## config.mk

```make
export PLATFORM = sky130hd
export DESIGN_NAME = pl_fifo_stage
export DESIGN_NICKNAME = d
export VERILOG_FILES = /design/src/rtl/pl_fifo_stage_pkg.sv /design/src/rtl/pl_fifo_mem.sv /design/src/rtl/pl_fifo_stage.sv
export SDC_FILE = /design/constraint.sdc
export NUM_CORES = 1
export LEC_CHECK = 0
export ABC_CLOCK_PERIOD_IN_PS = 2800
export CAP_MARGIN = 20
export CORE_MARGIN = 3
export CORE_UTILIZATION = 55
export CTS_BUF_LIST = sky130_fd_sc_hd__clkbuf_8 sky130_fd_sc_hd__clkbuf_16
export CTS_CLUSTER_DIAMETER = 30
export DETAILED_ROUTE_END_ITERATION = 8
export DONT_BUFFER_PORTS = 1
export PLACE_DENSITY_LB_ADDON = 0.15
export REMOVE_ABC_BUFFERS = 1
export SYNTH_ARGS = -nofsm -noshare
export SYNTH_HDL_FRONTEND = slang
export SYNTH_SLANG_ARGS = --single-unit
```

## constraint.sdc

```tcl
create_clock -name clk -period 2.8 [get_ports clk]
set_input_delay 0.56 -clock clk [delete_from_list [all_inputs] [get_ports clk]]
set_output_delay 0.56 -clock clk [all_outputs]
set_load 0.02 [all_outputs]
```

## src/rtl/pl_fifo_stage_pkg.sv

```systemverilog
// Pipeline-protocol constants shared by every pipeline stage and bench.
package pl_fifo_stage_pkg;
  localparam int PL_WIDTH    = 17;
  localparam int PL_LAST_BIT = 16;

  function automatic int pl_level_w(input int depth);
    return $clog2(depth) + 1;
  endfunction
endpackage

```

## src/rtl/pl_fifo_mem.sv

```systemverilog
// DEPTH x WIDTH register array: one synchronous write port, one async read port.
module pl_fifo_mem #(
  parameter int WIDTH = 17,
  parameter int DEPTH = 4,
  parameter int AW    = $clog2(DEPTH)
) (
  input  logic             clk,
  input  logic             we,
  input  logic [AW-1:0]    waddr,
  input  logic [WIDTH-1:0] wdata,
  input  logic [AW-1:0]    raddr,
  output logic [WIDTH-1:0] rdata
);
  logic [DEPTH-1:0][WIDTH-1:0] mem;

  // Entries carry no reset; validity is tracked by the stage's level counter.
  always_ff @(posedge clk)
    if (we) mem[waddr] <= wdata;

  assign rdata = mem[raddr];
endmodule

```

## src/rtl/pl_fifo_stage.sv

```systemverilog
// Skid-free FIFO pipeline stage with registered valid/stall flags and flush.
module pl_fifo_stage
  import pl_fifo_stage_pkg::*;
#(
  parameter int WIDTH = PL_WIDTH,
  parameter int DEPTH = 4
) (
  input  logic                   clk,
  input  logic                   reset,
  input  logic                   valid_in,
  input  logic [WIDTH-1:0]       data_in,
  output logic                   stall_out,
  output logic                   valid_out,
  output logic [WIDTH-1:0]       data_out,
  input  logic                   stall_in,
  input  logic                   annul_in,
  output logic [$clog2(DEPTH):0] level
);
  localparam int AW = $clog2(DEPTH);
  localparam int LW = AW + 1;

  logic [AW-1:0]    wr_ptr, rd_ptr;
  logic             push, pop;
  logic [WIDTH-1:0] rd_data;

  // Flags come purely from the registered level so neighbours see no comb path.
  assign valid_out = (level != '0);
  assign stall_out = (level == LW'(DEPTH));

  assign push = valid_in  && !stall_out && !annul_in;
  assign pop  = valid_out && !stall_in  && !annul_in;

  always_ff @(posedge clk) begin
    if (reset || annul_in) begin
      wr_ptr <= '0;
      rd_ptr <= '0;
      level  <= '0;
    end else begin
      if (push) wr_ptr <= wr_ptr + AW'(1);
      if (pop)  rd_ptr <= rd_ptr + AW'(1);
      level <= level + LW'(push) - LW'(pop);
    end
  end

  pl_fifo_mem #(.WIDTH(WIDTH), .DEPTH(DEPTH)) u_mem (
    .clk   (clk),
    .we    (push && !reset),
    .waddr (wr_ptr),
    .wdata (data_in),
    .raddr (rd_ptr),
    .rdata (rd_data)
  );

  // Empty reads would expose unreset storage; force a clean zero instead.
  assign data_out = valid_out ? rd_data : '0;
endmodule

```

==> flow_summary.yaml <==
clock_network:
  cts_sinks: 75
  post_cts_resized: 0
  cts_post_setup_buffers_inserted: 0
  hold_buffers: 0
  cts_made_buffers: 9
  cts_tree: "built"
  path_clk_slew_ns: 0.07
  cts_root_buf: "clkbuf_8"
  htreeDepth: 3
  clock_latency_ns: 0.34
  cts_buffer_depth: 2
yosys:
  syn-instance-count: 155
  synth_top_area_share_pct: 67.44
  ys_ff_latch: 75
  synth_ff_type: "edfxtp_1"
  yosys.area.top_type: "edfxtp_1"
  synth_edf_count: 68
  synthTopCellsByArea: "edfxtp_1, mux4_2, dfxtp_1, and2_1, ha_1"
  syn_avg_cell_area_um2: 19.53
  synth.distinct_cells: 24
  async_reset_ff_share_pct: 0
  synth_warnings: 0
  netlist_area_um2: 3028
  post-synth-top-count-cell: "edfxtp_1"
  seq_area_frac_synth_pct: 72.07
  synth_common_cells: "edfxtp_1, and2_1, mux4_2"
placed_design:
  gp_congestion: 0.7161
  dp_worst_setup_slack_ns: 0.2262
  dp_hpwl_um: 3353
  portBuffers: 0
  postPlaceCellArea_um2: 3201
global_routing:
  antenna_found_initial: 0
  grt_pass1_wl_um: 7935
  overflow: 0
  track_usage_pct: 17.82
  grt_max_degree: 19
  grt_pass1_vias: 1609
critical_path:
  critPathRequiredTime_ns: 3.05
  crit_arrival_ns: 2.81
  crit_fanout: 5
  worstSetupStartpointType: "register"
  worstSetupPathType: "register to register"
  endpoint_kind: "register"
detailed_routing:
  met1_length_um: 1940
  wl_met3_um: 338
  viasPerCell: 5.621
  ant_nets: 0
  drcViolationCount: 0
  via_count: 1394
  wl_met2_um: 2506
  routed_wl_um: 4912
  wl_per_cell_um: 19.81
  drt_pass1_iterations: 4
  top_layer: "met4"
  drtIter0Drc: 110
sta:
  fin_ws_ns: 0.2362
  skew_ns: 0.007004
  fin_crit_ns: 2.564
  hold_viol_final: 0
  timing.fmax_mhz: 390.0
  rsz0062_at_grt: "false"
  slew_violations: 0
  setup_viol: 0
  worst_pin_slew_ns: 0.4592
  max_slew_margin_pct: 69.27
  tns_ns: 0
  min_period_over_period_pct: 91.56
pwr:
  p_per_area_nw_per_um2: 591.6
  p_total_uw: 1987
  power_leakage_uw: 0.001125
  vdd_drop_max_mv: 0.3432
floorplan:
  start_util_pct: 58.17
  die-area_um2: 6431
  core_area_um2: 5205
  die_width_um: 80.20
  ios: 44
  die_h_um: 80.20
  num_rows: 26
outcome:
  status: "finished clean"
final_layout:
  design_area_um2: 3358
  nets: 202
  fillers: 385
  num_antenna_cells: 0
  final_util_pct: 64.52
  drive_gt1_share_pct: 26.97
  area_growth_syn_to_layout_pct: 10.91
job:
  drv_cap: 0
worst_hold_path:
  hp-class: "input port to register"
registers in the layout, summed over array words and instances, names as in the netlist:
signal / cells
u_mem.mem: 68
wr_ptr: 2
rd_ptr: 2
level: 3
worst max-delay path, cell delays in order (launching register included):
cell and delay [ns]:
dfxtp_1 0.55, nor3b_1 0.12, or3b_1 0.40, ha_1 0.30, inv_1 0.04, ha_1 0.19
fa_1 0.38, xnor2_1 0.23, xnor2_1 0.09, nor3_1 0.18
cells in the final DEF, fill, tap and decap left out:
| master | instances |
|---|---|
| clkinv_4 | 1 |
| inv_2 | 1 |
| o21ai_0 | 1 |
| mux2i_1 | 3 |
| dfxtp_1 | 7 |
| and2_1 | 19 |
| nor3b_1 | 2 |
| clkbuf_8 | 9 |
| nor3_1 | 2 |
| mux4_2 | 17 |
| ha_1 | 6 |
| clkinv_2 | 2 |
| nand2_1 | 5 |
| inv_1 | 9 |
| nor3b_4 | 4 |
| nor3_2 | 1 |
| nor2_1 | 1 |
| a21boi_1 | 1 |
| fa_1 | 1 |
| buf_4 | 13 |
| or3b_1 | 1 |
| edfxtp_1 | 68 |
| or3_1 | 2 |
| xnor2_1 | 2 |
per-layer routing:
layer | global-route usage (%) | up-vias
li1 | - | 635
met1 | 19.35 | 701
met2 | 29.06 | 45
met3 | 7.735 | 13
met4 | 10.14 | 0
met5 | 0 | -
metrics by stage:
step / std cells / hold slack [ns]
2_1_floorplan: 149 / 0.4709
3_3_place_gp: 232 / 0.4602
3_5_place_dp: 232 / 0.4666
4_1_cts: 248 / 0.2922
5_1_grt: 248 / 0.2802
6_report: 248 / 0.3066
report_power, final:
part / switching [uW] / internal (uW)
clock network: 360 / 307
registers: 6.42 / 1230
logic: 50.1 / 30.8
total: 417 / 1570
layout make-up:
class / count / area (um^2) / share of cell area, %
tap: 70 / 87.58 / 2.608
inverter: 6 / 22.52 / 0.6706
multi-input combinational: 68 / 810.8 / 24.14
clock buffer: 9 / 123.9 / 3.689
timing repair buffer: 13 / 97.59 / 2.906
sequential: 75 / 2182 / 64.98
clock inverter: 7 / 33.78 / 1.006
cells by family after synthesis:
group | after synthesis | synth area share [%]
buffers and inverters | 12 | 1.983
DFF | 75 | 72.07
AOI/OAI and AO/OA | 2 | 0.4132
muxes | 20 | 13.64
xor gates and xnor gates | 2 | 0.5786
adders and majority gates | 7 | 3.140
and+or+nand+nor | 37 | 8.182
final timing paths:
check | to | slack, ns | start | cells after the start
max | level[2]$_SDFF_PP0_ | 0.24 | level[1]$_SDFF_PP0_ | 9
min | level[2]$_SDFF_PP0_ | 0.31 | reset | 1
max reg2reg | level[2]$_SDFF_PP0_ | 0.24 | level[1]$_SDFF_PP0_ | 9
min reg2reg | rd_ptr[1]$_SDFFE_PP0P_ | 0.48 | rd_ptr[1]$_SDFFE_PP0P_ | 2
Note: power is estimated with default switching activity, not from simulation.
